## src/rtl/uart_pkg.sv

```systemverilog
// uart_pkg: register map, STATUS layout, shifter states and default divisor for the MMIO UART
package uart_pkg;
    localparam logic [1:0] OFF_TXDATA  = 2'd0;
    localparam logic [1:0] OFF_STATUS  = 2'd1;
    localparam logic [1:0] OFF_BAUDDIV = 2'd2;
    localparam logic [1:0] OFF_RSVD    = 2'd3;

    localparam int ST_SHIFTING = 0;
    localparam int ST_FULL     = 1;
    localparam int ST_EMPTY    = 2;
    localparam int ST_OVF      = 3;
    localparam int ST_CNT_LSB  = 4;
    localparam int ST_CNT_W    = 5;

    localparam int DEFAULT_DIV = 868;

    typedef enum logic [1:0] {S_IDLE, S_START, S_DATA, S_STOP} state_t;

    // A zero divisor would never end a bit; treat it as the fastest legal rate.
    function automatic logic [15:0] clamp_div(input logic [15:0] v);
        return (v == 16'd0) ? 16'd1 : v;
    endfunction
endpackage

```

## src/rtl/uart_tx_fifo.sv

```systemverilog
// uart_tx_fifo: byte FIFO feeding the shifter; head byte is visible before it is popped
module uart_tx_fifo
    import uart_pkg::*;
#(
    parameter int DEPTH = 4
) (
    input  logic                clk,
    input  logic                rst,
    input  logic                i_push,
    input  logic [7:0]          i_din,
    input  logic                i_pop,
    output logic [7:0]          o_dout,
    output logic                o_full,
    output logic                o_empty,
    output logic [ST_CNT_W-1:0] o_count
);
    localparam int AW = $clog2(DEPTH);

    logic [7:0]          r_mem [DEPTH];
    logic [AW-1:0]       r_wp;
    logic [AW-1:0]       r_rp;
    logic [ST_CNT_W-1:0] r_cnt;
    logic                w_wr;
    logic                w_rd;

    // A push into a full FIFO still lands when the head leaves in the same cycle.
    assign w_rd    = i_pop & ~o_empty;
    assign w_wr    = i_push & (~o_full | w_rd);
    assign o_full  = r_cnt == ST_CNT_W'(DEPTH);
    assign o_empty = r_cnt == '0;
    assign o_count = r_cnt;
    assign o_dout  = r_mem[r_rp];

    // Storage array; contents only matter once written
    always_ff @(posedge clk)
        if (w_wr) r_mem[r_wp] <= i_din;

    // Pointers and occupancy; reset discards anything queued
    always_ff @(posedge clk or posedge rst)
        if (rst) begin
            r_wp  <= '0;
            r_rp  <= '0;
            r_cnt <= '0;
        end else begin
            if (w_wr) r_wp <= r_wp + 1'b1;
            if (w_rd) r_rp <= r_rp + 1'b1;
            r_cnt <= r_cnt + ST_CNT_W'(w_wr) - ST_CNT_W'(w_rd);
        end
endmodule

```

## src/rtl/mmio_uart_tx.sv

```systemverilog
// mmio_uart_tx: memory-mapped 8N1 UART transmitter with TX FIFO, status and baud divisor registers
module mmio_uart_tx
    import uart_pkg::*;
#(
    parameter logic [31:0] BASE_ADDR    = 32'h0000_2000,
    parameter int          CLKS_PER_BIT = DEFAULT_DIV,
    parameter int          FIFO_DEPTH   = 4
) (
    input  logic        clk,
    input  logic        rst,
    input  logic        mem_en,
    input  logic        mem_we,
    input  logic [1:0]  mem_bs,
    input  logic [31:0] addr,
    input  logic [31:0] data_in,
    output logic [31:0] data_out,
    output logic        tx,
    output logic        tx_busy
);
    logic                w_hit;
    logic                w_stb;
    logic                w_wr;
    logic                w_rd;
    logic                w_push;
    logic                w_load;
    logic                w_full;
    logic                w_empty;
    logic                w_bit_end;
    logic                w_unused;
    logic [1:0]          w_off;
    logic [7:0]          w_head;
    logic [ST_CNT_W-1:0] w_count;
    logic [31:0]         w_status;
    logic [31:0]         w_rdata;

    logic                r_hit_q;
    logic                r_ovf;
    logic                r_tx;
    logic [31:0]         r_data_out;
    logic [15:0]         r_baud;
    logic [15:0]         r_div;
    logic [15:0]         r_cnt;
    logic [2:0]          r_bit;
    logic [7:0]          r_sh;
    state_t              r_state;

    // One access per enable assertion: only the rising edge of a hit acts.
    assign w_hit     = mem_en & (addr[31:4] == BASE_ADDR[31:4]);
    assign w_off     = addr[3:2];
    assign w_stb     = w_hit & ~r_hit_q;
    assign w_wr      = w_stb & mem_we;
    assign w_rd      = w_stb & ~mem_we;
    assign w_push    = w_wr & (w_off == OFF_TXDATA);
    assign w_bit_end = r_cnt == r_div - 16'd1;
    // Loading straight out of STOP keeps back-to-back frames gapless.
    assign w_load    = ~w_empty & ((r_state == S_IDLE) | ((r_state == S_STOP) & w_bit_end));
    assign w_unused  = ^{mem_bs, addr[1:0], data_in[31:16]};

    assign tx       = r_tx;
    assign data_out = r_data_out;
    assign tx_busy  = (r_state != S_IDLE) | ~w_empty;

    uart_tx_fifo #(.DEPTH(FIFO_DEPTH)) u_fifo (
        .clk     (clk),
        .rst     (rst),
        .i_push  (w_push),
        .i_din   (data_in[7:0]),
        .i_pop   (w_load),
        .o_dout  (w_head),
        .o_full  (w_full),
        .o_empty (w_empty),
        .o_count (w_count)
    );

    // Read mux: STATUS snapshot, BAUDDIV, zero for TXDATA and the reserved slot
    always_comb begin
        w_status                         = '0;
        w_status[ST_SHIFTING]            = r_state != S_IDLE;
        w_status[ST_FULL]                = w_full;
        w_status[ST_EMPTY]               = w_empty;
        w_status[ST_OVF]                 = r_ovf;
        w_status[ST_CNT_LSB +: ST_CNT_W] = w_count;
        w_rdata = ((w_off == OFF_TXDATA) | (w_off == OFF_RSVD)) ? '0 :
                  (w_off == OFF_STATUS) ? w_status : {16'h0, r_baud};
    end

    // Bus side: edge detect, read capture, divisor register, sticky overflow
    always_ff @(posedge clk or posedge rst)
        if (rst) begin
            r_hit_q    <= 1'b0;
            r_data_out <= '0;
            r_baud     <= 16'(CLKS_PER_BIT);
            r_ovf      <= 1'b0;
        end else begin
            r_hit_q <= w_hit;
            if (w_wr && w_off == OFF_BAUDDIV) r_baud <= clamp_div(data_in[15:0]);
            if (w_rd) r_data_out <= w_rdata;
            if (w_rd && w_off == OFF_STATUS) r_ovf <= 1'b0;
            else if (w_push & w_full & ~w_load) r_ovf <= 1'b1;
        end

    // Shifter FSM: start bit, 8 data bits LSB first, stop bit, each r_div cycles
    always_ff @(posedge clk or posedge rst)
        if (rst) begin
            r_state <= S_IDLE;
            r_tx    <= 1'b1;
            r_cnt   <= '0;
            r_div   <= 16'(CLKS_PER_BIT);
            r_bit   <= '0;
            r_sh    <= '0;
        end else if (w_load) begin
            r_state <= S_START;
            r_tx    <= 1'b0;
            r_cnt   <= '0;
            r_div   <= r_baud;
            r_bit   <= '0;
            r_sh    <= w_head;
        end else begin
            unique case (r_state)
                S_IDLE: ;
                S_START: begin
                    r_cnt <= w_bit_end ? '0 : r_cnt + 16'd1;
                    if (w_bit_end) begin
                        r_state <= S_DATA;
                        r_tx    <= r_sh[0];
                    end
                end
                S_DATA: begin
                    r_cnt <= w_bit_end ? '0 : r_cnt + 16'd1;
                    if (w_bit_end && r_bit == 3'd7) begin
                        r_state <= S_STOP;
                        r_tx    <= 1'b1;
                    end else if (w_bit_end) begin
                        r_bit <= r_bit + 3'd1;
                        r_sh  <= r_sh >> 1;
                        r_tx  <= r_sh[1];
                    end
                end
                S_STOP: begin
                    r_cnt <= w_bit_end ? '0 : r_cnt + 16'd1;
                    if (w_bit_end) r_state <= S_IDLE;
                end
            endcase
        end
endmodule

```

## config.mk

```make
export PLATFORM = sky130hd
export DESIGN_NAME = mmio_uart_tx
export DESIGN_NICKNAME = d
export VERILOG_FILES = /design/src/rtl/uart_pkg.sv /design/src/rtl/uart_tx_fifo.sv /design/src/rtl/mmio_uart_tx.sv
export SDC_FILE = /design/constraint.sdc
export NUM_CORES = 1
export LEC_CHECK = 0
export ABC_AREA = 1
export CORE_MARGIN = 5
export CORE_UTILIZATION = 30
export DETAILED_ROUTE_END_ITERATION = 6
export PLACE_DENSITY_LB_ADDON = 0.12
export SETUP_SLACK_MARGIN = 0.5
export SLEW_MARGIN = 10
export SYNTH_ARGS = -nofsm -noshare
export SYNTH_HDL_FRONTEND = slang
export SYNTH_SLANG_ARGS = --single-unit
```

## constraint.sdc

```tcl
create_clock -name clk -period 4.4 [get_ports clk]
set_clock_uncertainty 0.05 [all_clocks]
set_input_delay 1.1 -clock clk [delete_from_list [all_inputs] [get_ports clk]]
set_output_delay 1.1 -clock clk [all_outputs]
set_load 0.01 [all_outputs]
```

==> flow_summary_export.csv, run 1 <==
group,metric,value,unit
die,dieHeight,160,um
worst_setup_path,crit_fanout,5,
placed_design,preCtsSetupSlack,0.201,ns
worst_setup_path,slowest_stage,"clkdlybuf4s50_1",
clock_tree,postCtsSetupBuffers,0,
drt,vias,5353,
final_layout,layout_common_cells,"161 x nand2_1, 115 x inv_1, 78 x dfrtp_1",
sta,timing.final.crit_share,0.827,
drt,drc,0,
sta,clock.fmax,275,MHz
final_layout,final_nets,968,
power_and_ir_drop,p_total,0.00266,W
final_layout,layout_commonest_cell,"nand2_1",
drt,viasPerCell,4.57,
die,start_util,0.302,
sta,tns,0,ns
synthesis,synthCells,797,
final_layout,insertedDiodeCount,0,
final_layout,drive_gt1_frac,0.104,
synthesis,synth_seq_cells,121,
die,core_area,22400,um^2
global_routing,grt_antenna_before_repair,1,
sta,max_slew.worst_pin.slew,0.752,ns
drt,drt-wirelength-per-cell,14.7,um
status,status,"completed",
worst_setup_path,critPathLaunchType,"input pin",
synthesis,syn-cell-area,6790,um^2
die,die_area,25700,um^2
drt,routed.top_layer,"met5",
global_routing,grt_max_degree,46,
worst_setup_path,cpMostUsedCell,"inv_1",
sta,slew_violations,0,
power_and_ir_drop,leakage,3.98,nW
synthesis,ys_warn_count,0,
placed_design,place_congestion,0.780,
clock_tree,clk_latency,0.43,ns
clock_tree,cts_inserted_buffers,17,
worst_hold_path,hold_class,"reg2reg",
sta,setup_viol,0,
synthesis,synthDistinctLibCells,42,
synthesis,synth_area_per_cell,8.51,um^2
final_layout,fin_util,0.372,
sta,finalHoldViolations,0,
final_layout,fin_area,8350,um^2
clock_tree,clkTransAtPathRegs,0.07,ns
worst_setup_path,required,4.67,ns
drt,met3_length,934,um
die,io_pins,104,
drt,drt-total-wl,17.2,mm
drt,antenna_left,0,
sta,rsz0062_at_grt,"false",
sta,slew_headroom,0.497,
synthesis,seq_area_frac_synth,0.472,
worst_setup_path,worstPathCellList,"clkdlybuf4s50_1 -> or2_2 -> nor4_1 -> nand4_1 -> nor4_2 -> nand2_1 -> nor2_1 -> nand3_2 -> inv_1 -> ha_1 -> inv_1 -> fa_1 -> o21ai_0 -> a21oi_1 -> xor2_1",
worst_setup_path,endpoint_kind,"register",
placed_design,place_area,7740,um^2
global_routing,grt_pass1_wl,28.3,mm
synthesis,synth_edf_count,32,
worst_setup_path,critPathBufInv,3,
clock_tree,clockRootBuffer,"clkbuf_16",
worst_setup_path,critical_path_arrival,3.91,ns
worst_setup_path,cp_slowest_stage_delay,0.43,ns
drt,firstDrtPassIters,4,
drt,drt-met1-wl,8.05,mm
power_and_ir_drop,irDropWorstVdd,228,uV
clock_tree,cts.sinks,121,
synthesis,synth_ff_type,"dfrtp_1",
sta,postLayoutSetupSlackWorst,0.762,ns
placed_design,io_buffers,67,
final_layout,area_delta_synth_final,23.1,%
die,std_cell_rows,55,
run,cap_violations,0,
drt,drt-initial-drc-count,198,
die,die_x,160,um
clock_tree,holdBufCountCts,0,
placed_design,place_hpwl,12.9,mm
synthesis,synthArstFlopShare,0.736,
power_and_ir_drop,power.density,318,nW/um^2
clock_tree,cts_tree,"yes",
clock_tree,cts_resized,0,
worst_setup_path,critPathTopFamily,"simple AND/OR/NAND/NOR gates",
worst_setup_path,critPathKind,"in2reg",
global_routing,grt_pass1_vias,5313,
global_routing,overflow,0,
clock_tree,clockBufferDepth,2,
drt,wl_met2,7.82,mm
clock_tree,h-tree-depth,4,
global_routing,grt_usage,0.139,
sta,fin_crit,3.64,ns
power by group:
group / internal (W) / switching [W] / total, W
clock network: 0.000764 / 0.000630 / 0.00139
logic: 0.0000487 / 0.0000591 / 0.000108
registers: 0.00115 / 0.00000000588 / 0.00115
layer usage:
metal	global-route usage	vias up
met5	0	-
met4	0.0493	2
met3	0.0434	20
met2	0.220	91
met1	0.180	2500
li1	-	2740
tightest hold or removal path, cell delays in order (launching register included):
cell and delay [ns]:
dfstp_2 0.37, nand2_1 0.05, nand2_1 0.04
per-stage QoR:
step                      cells  hold slack [ns]
after floorplan             812            0.397
after global placement     1140            0.416
after detailed placement   1140            0.417
after CTS                  1172            0.422
after global routing       1172            0.456
final                      1172            0.421
flip-flops by register name (all words and copies together), names as in the netlist, 2 cells and up:
register	flops
data_out	16
r_state	2
u_fifo.o_count	5
r_baud	16
r_div	16
r_sh	8
r_cnt	16
u_fifo.r_rp	2
u_fifo.r_mem	32
u_fifo.r_wp	2
r_bit	3
cells by family after synthesis:
logic type,count (synthesis),share of synthesized area
simple gates,359,0.240
buf+inv,154,0.0987
flops,121,0.472
compound gates,84,0.0679
xor+xnor,33,0.0426
fa+ha+maj,24,0.0454
mux,21,0.0332
other cells,1,0.000553
final cells by class:
class                      count  area (um^2)
multi-input combinational    537         2990
clock inverter                15          166
inverter                     118          447
tap                          285          357
sequential                   121         3200
timing repair buffer          79          761
clock buffer                  17          425
fill                        2350        14100
final timing paths:
| check | slack, ns | depth (start not counted) | from | end |
|---|---|---|---|---|
| min in group asynchronous | 1.04 | 2 | rst | data_out[5] |
| min reg2reg | 0.42 | 2 | r_baud[9] | r_div[9] |
| max in group asynchronous | 2.45 | 3 | rst | r_baud[9] |
| min | 0.42 | 2 | r_baud[9] | r_div[9] |
| max | 0.76 | 15 | addr[4] | u_fifo.o_count[4] |
| max reg2reg | 0.88 | 18 | r_div[0] | u_fifo.o_count[4] |
Yosys cell counts, types with 2 or more instances:
| cell | instances | area [um^2] |
|---|---|---|
| a21oi_1 | 11 | 55.1 |
| buf_2 | 6 | 30.0 |
| buf_4 | 16 | 120 |
| buf_6 | 3 | 33.8 |
| clkbuf_1 | 10 | 37.5 |
| dfrtp_1 | 78 | 1950 |
| dfstp_2 | 11 | 289 |
| edfxtp_1 | 32 | 961 |
| ha_1 | 23 | 288 |
| inv_1 | 116 | 435 |
| mux2_2 | 12 | 135 |
| mux2i_1 | 9 | 90.1 |
| nand2_1 | 162 | 608 |
| nand2_2 | 5 | 31.3 |
| nand3_1 | 49 | 245 |
| nand3b_1 | 10 | 75.1 |
| nand4_1 | 17 | 106 |
| nor2_1 | 72 | 270 |
| nor2_2 | 6 | 37.5 |
| nor2_4 | 4 | 45.0 |
| nor3_1 | 11 | 55.1 |
| nor4_1 | 16 | 100 |
| o21ai_0 | 43 | 215 |
| o21ai_1 | 7 | 35.0 |
| o22ai_1 | 17 | 106 |
| o31ai_1 | 3 | 22.5 |
| or2_2 | 2 | 12.5 |
| xnor2_1 | 11 | 96.3 |
| xor2_1 | 22 | 193 |
(Power assumes the default switching activity.)
==> inputs of run 2 (changes only) <==
clock period = 3.04 ns   (was 4.4 ns; I/O delays follow)
==> flow_summary_export.csv, run 2 (same netlist as run 1, synthesis figures left out) <==
group,metric,value,unit
die,core_area,22400,um^2
final_layout,fill_cells,2206,
worst_setup_path,critPathTopFamily,"simple AND/OR/NAND/NOR gates",
drt,drt-initial-drc-count,205,
worst_setup_path,worstPathCellList,"nor2_4 -> nand2_2 -> nor2_4 -> buf_12 -> nand2_1 -> nand2_1 -> nand2_1 -> nor2_2 -> nand2_2 -> nor2_4 -> nand3_2 -> nand2_2 -> nand2_4 -> clkinv_4 -> ha_4 -> inv_4 -> ha_4 -> inv_2 -> fa_2 -> o21ai_2 -> a21oi_2 -> xor2_1",
die,std_cell_rows,55,
power_and_ir_drop,swShare,0.246,
sta,rsz0062_at_grt,"true",
worst_setup_path,r2r-start,"r_div[3]",
sta,tns,0,ns
clock_tree,cts.sinks,121,
worst_setup_path,r2r_cells,22,
drt,drt-total-wl,19.3,mm
worst_setup_path,crit_fanout,6,
sta,slew_violations,0,
die,die_x,160,um
power_and_ir_drop,netSwitchingPower,0.000993,W
power_and_ir_drop,power_frac_seq,0.414,
sta,holdWs,0.423,ns
worst_setup_path,slowest_stage,"dfrtp_2",
sta,finalHoldViolations,0,
worst_hold_path,min_from,"r_baud[9]",
power_and_ir_drop,leakage,4.75,nW
power_and_ir_drop,clockPowerShare,0.534,
clock_tree,cts_inserted_buffers,17,
drt,vias,5791,
power_and_ir_drop,irDropWorstVdd,238,uV
clock_tree,clockBufferDepth,2,
power_and_ir_drop,power.density,400,nW/um^2
worst_setup_path,critical_path_arrival,3.28,ns
worst_setup_path,required,3.30,ns
global_routing,use_met1,0.182,
sta,fin_crit,3.02,ns
global_routing,grt_pass1_vias,5753,
drt,viasPerCell,4.53,
final_layout,largest_reg_flops,32,
sta,setup_viol,0,
clock_tree,h-tree-depth,4,
global_routing,grt_max_degree,55,
drt,drt-wirelength-per-cell,15.1,um
power_and_ir_drop,p_int,0.00304,W
final_layout,multiInputGateArea,3530,um^2
worst_setup_path,rrSetupSlack,0.02,ns
worst_setup_path,endpoint_kind,"register",
final_layout,layout_commonest_cell,"nand2_1",
clock_tree,clkTransAtPathRegs,0.07,ns
die,dieHeight,160,um
final_layout,regMostFlops,"u_fifo.r_mem",
placed_design,io_buffers,67,
die,io_pins,104,
global_routing,grt_use_met3,0.0488,
final_layout,fin_util,0.450,
global_routing,top_usage_layer,"met2",
worst_setup_path,r2r_end,"u_fifo.o_count[4]",
worst_setup_path,cp_slowest_stage_delay,0.46,ns
sta,clock.fmax,331,MHz
placed_design,preCtsSetupSlack,-0.542,ns
worst_hold_path,hold_depth,2,
sta,max_slew.worst_pin.slew,0.589,ns
die,die_area,25700,um^2
power_and_ir_drop,p_total,0.00404,W
global_routing,overflow,0,
drt,antenna_left,0,
die,start_util,0.302,
global_routing,grt.met2_usage,0.239,
final_layout,final_nets,1071,
worst_hold_path,hold_end,"r_div[9]",
sta,timing.final.crit_share,0.993,
drt,firstDrtPassIters,5,
sta,postLayoutSetupSlackWorst,0.0211,ns
final_layout,drive_gt1_frac,0.302,
clock_tree,cts_tree,"yes",
final_layout,layout_common_cells,"137 x nand2_1, 102 x inv_1, 77 x dfrtp_1",
run,cap_violations,0,
status,status,"completed",
global_routing,grt_antenna_before_repair,3,
worst_setup_path,critPathBufInv,4,
worst_setup_path,critPathLaunchType,"register",
placed_design,place_hpwl,13.5,mm
clock_tree,clk_latency,0.42,ns
power_and_ir_drop,combPwrFrac,0.053,
placed_design,place_congestion,0.820,
drt,drc,0,
final_layout,area_delta_synth_final,48.7,%
sta,slew_headroom,0.607,
final_layout,seq_area,3200,um^2
worst_setup_path,critPathKind,"reg2reg",
global_routing,grt_pass1_wl,29.6,mm
global_routing,grt_usage,0.145,
clock_tree,clockRootBuffer,"clkbuf_16",
worst_hold_path,hold_class,"reg2reg",
==> run 2: cell type report <==
| cell class | count | area share |
|---|---|---|
| Inverter | 118 | 0.0454 |
| Clock buffer | 17 | 0.0422 |
| Tap cell | 285 | 0.0354 |
| Sequential cell | 121 | 0.318 |
| Multi-Input combinational cell | 537 | 0.350 |
| Timing Repair Buffer | 182 | 0.189 |
| Antenna cell | 2 | 0.000496 |
| Clock inverter | 15 | 0.0198 |
==> run 2: per-stage QoR <==
stage | area [um^2] | instances
3_5_place_dp | 8330 | 1199
5_1_grt | 10100 | 1276
2_1_floorplan | 6910 | 812
4_1_cts | 9240 | 1250
3_3_place_gp | 8330 | 1199
6_report | 10100 | 1277
==> run 2: worst max-delay path by stage <==
stage             start           endpoint  slack [ns]  depth (start not counted)
5_1_grt        r_div[0]  u_fifo.o_count[4]       -0.18                         23
6_report       r_div[3]  u_fifo.o_count[4]        0.02                         22
3_3_place_gp    addr[4]  u_fifo.o_count[4]       -0.53                         15
3_5_place_dp    addr[4]  u_fifo.o_count[4]       -0.54                         15
2_1_floorplan  r_div[0]  u_fifo.o_count[4]       -0.04                         22
4_1_cts        r_div[2]  u_fifo.o_count[4]        0.03                         23
==> run 2: worst min-delay path: stages (launching register included) <==
cell and delay [ns]:
dfstp_2 0.38, nand2_1 0.06, nand2_1 0.04
==> run 2: what timing repair did <==
item / in CTS / in global routing
resized for setup: 47 / 158
buffers inserted: 19 / 18
endpoints found under the hold margin: 0 / 0
pin swaps: 30 / 44
gates cloned: 0 / 7
setup endpoints to repair: 97 / 118
hold buffers: 0 / 0
==> run 2: layer usage <==
layer	up-vias	wire, um
met5	-	19
met4	4	381
met3	37	1180
met2	138	9290
met1	2659	8460
li1	2953	-
==> run 2: power by group through the flow <==
stage | logic (W) | registers, W | clock network [W]
after floorplan | 0.0000706 | 0.00170 | 0
after global placement | 0.000191 | 0.00170 | 0
after detailed placement | 0.000190 | 0.00170 | 0
after CTS | 0.000204 | 0.00167 | 0.00220
after global routing | 0.000234 | 0.00167 | 0.00227
final | 0.000213 | 0.00167 | 0.00215
==> inputs of run 3 (changes only) <==
clock period = 3.5 ns   (was 3.04 ns; I/O delays follow)
==> flow_summary_export.csv, run 3 (same netlist as run 1, synthesis figures left out) <==
group,metric,value,unit
global_routing,grt_usage,0.145,
power_and_ir_drop,irDropWorstVdd,253,uV
global_routing,overflow,0,
drt,drt-wirelength-per-cell,14.8,um
clock_tree,cts_tree,"yes",
worst_hold_path,hold_end,"r_div[9]",
worst_setup_path,worstPathCellList,"clkdlybuf4s50_1 -> or4_1 -> nor4_2 -> nand2_1 -> nor2_1 -> nand3_2 -> inv_2 -> ha_4 -> inv_2 -> fa_2 -> o21ai_2 -> a21oi_2 -> xor2_1",
power_and_ir_drop,power.density,376,nW/um^2
worst_setup_path,cpMostUsedCell,"inv_2",
worst_setup_path,required,3.75,ns
worst_setup_path,critPathKind,"in2reg",
final_layout,drive_gt1_frac,0.185,
clock_tree,clockBufferDepth,2,
sta,clock.fmax,323,MHz
final_layout,layout_commonest_cell,"nand2_1",
drt,firstDrtPassIters,4,
drt,drt-initial-drc-count,290,
worst_hold_path,min_from,"r_baud[9]",
power_and_ir_drop,leakage,4.25,nW
run,cap_violations,0,
final_layout,area_delta_synth_final,31.7,%
status,status,"completed",
sta,timing.final.crit_share,0.884,
die,io_pins,104,
clock_tree,clk_latency,0.42,ns
final_layout,regMostFlops,"u_fifo.r_mem",
worst_setup_path,r2r_cells,21,
drt,drt-total-wl,18.1,mm
die,dieHeight,160,um
die,die_area,25700,um^2
worst_setup_path,endpoint_kind,"register",
worst_setup_path,rrSetupSlack,0.51,ns
clock_tree,cts_inserted_buffers,17,
worst_setup_path,slowest_stage,"or4_1",
clock_tree,cts.sinks,121,
worst_setup_path,cp_slowest_stage_delay,0.54,ns
worst_setup_path,critPathBufInv,3,
drt,drc,0,
drt,viasPerCell,4.54,
placed_design,place_hpwl,13.3,mm
sta,slew_violations,0,
sta,setup_viol,0,
sta,slew_headroom,0.491,
worst_setup_path,crit_fanout,2,
die,core_area,22400,um^2
die,start_util,0.302,
worst_setup_path,r2r-start,"r_div[1]",
sta,tns,0,ns
placed_design,io_buffers,67,
global_routing,grt_max_degree,54,
worst_setup_path,r2r_end,"u_fifo.o_count[4]",
clock_tree,h-tree-depth,4,
worst_hold_path,hold_class,"reg2reg",
clock_tree,clkTransAtPathRegs,0.07,ns
placed_design,preCtsSetupSlack,-0.247,ns
sta,postLayoutSetupSlackWorst,0.407,ns
die,die_x,160,um
global_routing,grt_pass1_wl,29.5,mm
sta,fin_crit,3.09,ns
clock_tree,holdBufCountCts,0,
drt,antenna_left,0,
final_layout,insertedDiodeCount,0,
placed_design,place_congestion,0.788,
die,std_cell_rows,55,
worst_hold_path,hold_depth,2,
sta,rsz0062_at_grt,"true",
drt,vias,5523,
final_layout,final_nets,1013,
worst_setup_path,critPathTopFamily,"simple AND/OR/NAND/NOR gates",
worst_setup_path,critPathLaunchType,"input pin",
sta,finalHoldViolations,0,
sta,max_slew.worst_pin.slew,0.762,ns
final_layout,layout_common_cells,"157 x nand2_1, 110 x inv_1, 76 x dfrtp_1",
global_routing,grt_antenna_before_repair,2,
worst_setup_path,critical_path_arrival,3.35,ns
global_routing,grt_pass1_vias,5619,
final_layout,largest_reg_flops,32,
clock_tree,clockRootBuffer,"clkbuf_16",
==> run 3: changes by cell type in the layout (fill, tap and decap cells not counted), sizes merged, moves of 2 or more <==
cell / previous run / this run
clkbuf: 21 / 17
clkinv: 3 / 6
buf: 113 / 57
dlymetal6s2s: 2 / 0
dlygate4sd2: 2 / 6
diode: 2 / 0
==> run 3: metrics by stage <==
step	std cells	hold WS (ns)	instance area, um^2	utilization	power (W)
2_1_floorplan	812	0.397	6870	-	0.00154
3_3_place_gp	1159	0.412	7930	0.353	0.00163
3_5_place_dp	1159	0.413	7930	0.353	0.00163
4_1_cts	1212	0.423	8780	0.392	0.00340
5_1_grt	1217	0.456	8940	0.398	0.00348
6_report	1217	0.426	8940	0.398	0.00336
==> run 3: repair_timing <==
action	CTS	global route
pin swaps	23	15
endpoints found under the setup margin	17	59
buffers inserted	21	5
gates resized for setup	33	30
hold endpoints to repair	0	0
gates cloned	0	0
==> run 3: final cells by class <==
| cell class | count | area, um^2 |
|---|---|---|
| multi-input cells | 537 | 3190 |
| well taps | 285 | 357 |
| clock inverters | 15 | 158 |
| inverters | 118 | 454 |
| repair buffers | 124 | 1150 |
| fillers | 2300 | 13500 |
| clock buffers | 17 | 425 |
| flip-flops and latches | 121 | 3200 |
==> run 3: metal layers <==
layer  routed length, um  global-route usage  vias to the layer above
li1                    -                   -                     2829
met3                 823              0.0429                       22
met4                 273              0.0403                        4
met5                  23                   0                        -
met1                8390               0.187                     2564
met2                8540               0.236                      104
==> run 3: worst register-to-register path, delay by kind of cell, from the launching register on <==
family          cells  cell delay (ns)
simple gates        9             0.90
fa+ha+maj           4             0.81
flops               1             0.40
buf+inv             5             0.35
compound gates      2             0.22
xor+xnor            1             0.14
==> run 3: power breakdown <==
part / internal [W] / total (W) / switching [W]
clock network: 0.00101 / 0.00175 / 0.000740
logic: 0.0000790 / 0.000161 / 0.0000817
registers: 0.00145 / 0.00145 / 0.00000000678
==> run 3: how the worst max path moves through the flow <==
stage / to / startpoint / slack (ns) / cells after the start
after floorplan: u_fifo.o_count[4] / r_div[0] / 0.35 / 22
after global placement: u_fifo.o_count[4] / addr[4] / -0.23 / 15
after detailed placement: u_fifo.o_count[4] / addr[4] / -0.25 / 15
after CTS: u_fifo.o_count[4] / r_div[0] / 0.43 / 18
after global routing: u_fifo.o_count[4] / r_div[1] / 0.23 / 21
final: u_fifo.o_count[4] / addr[8] / 0.41 / 13
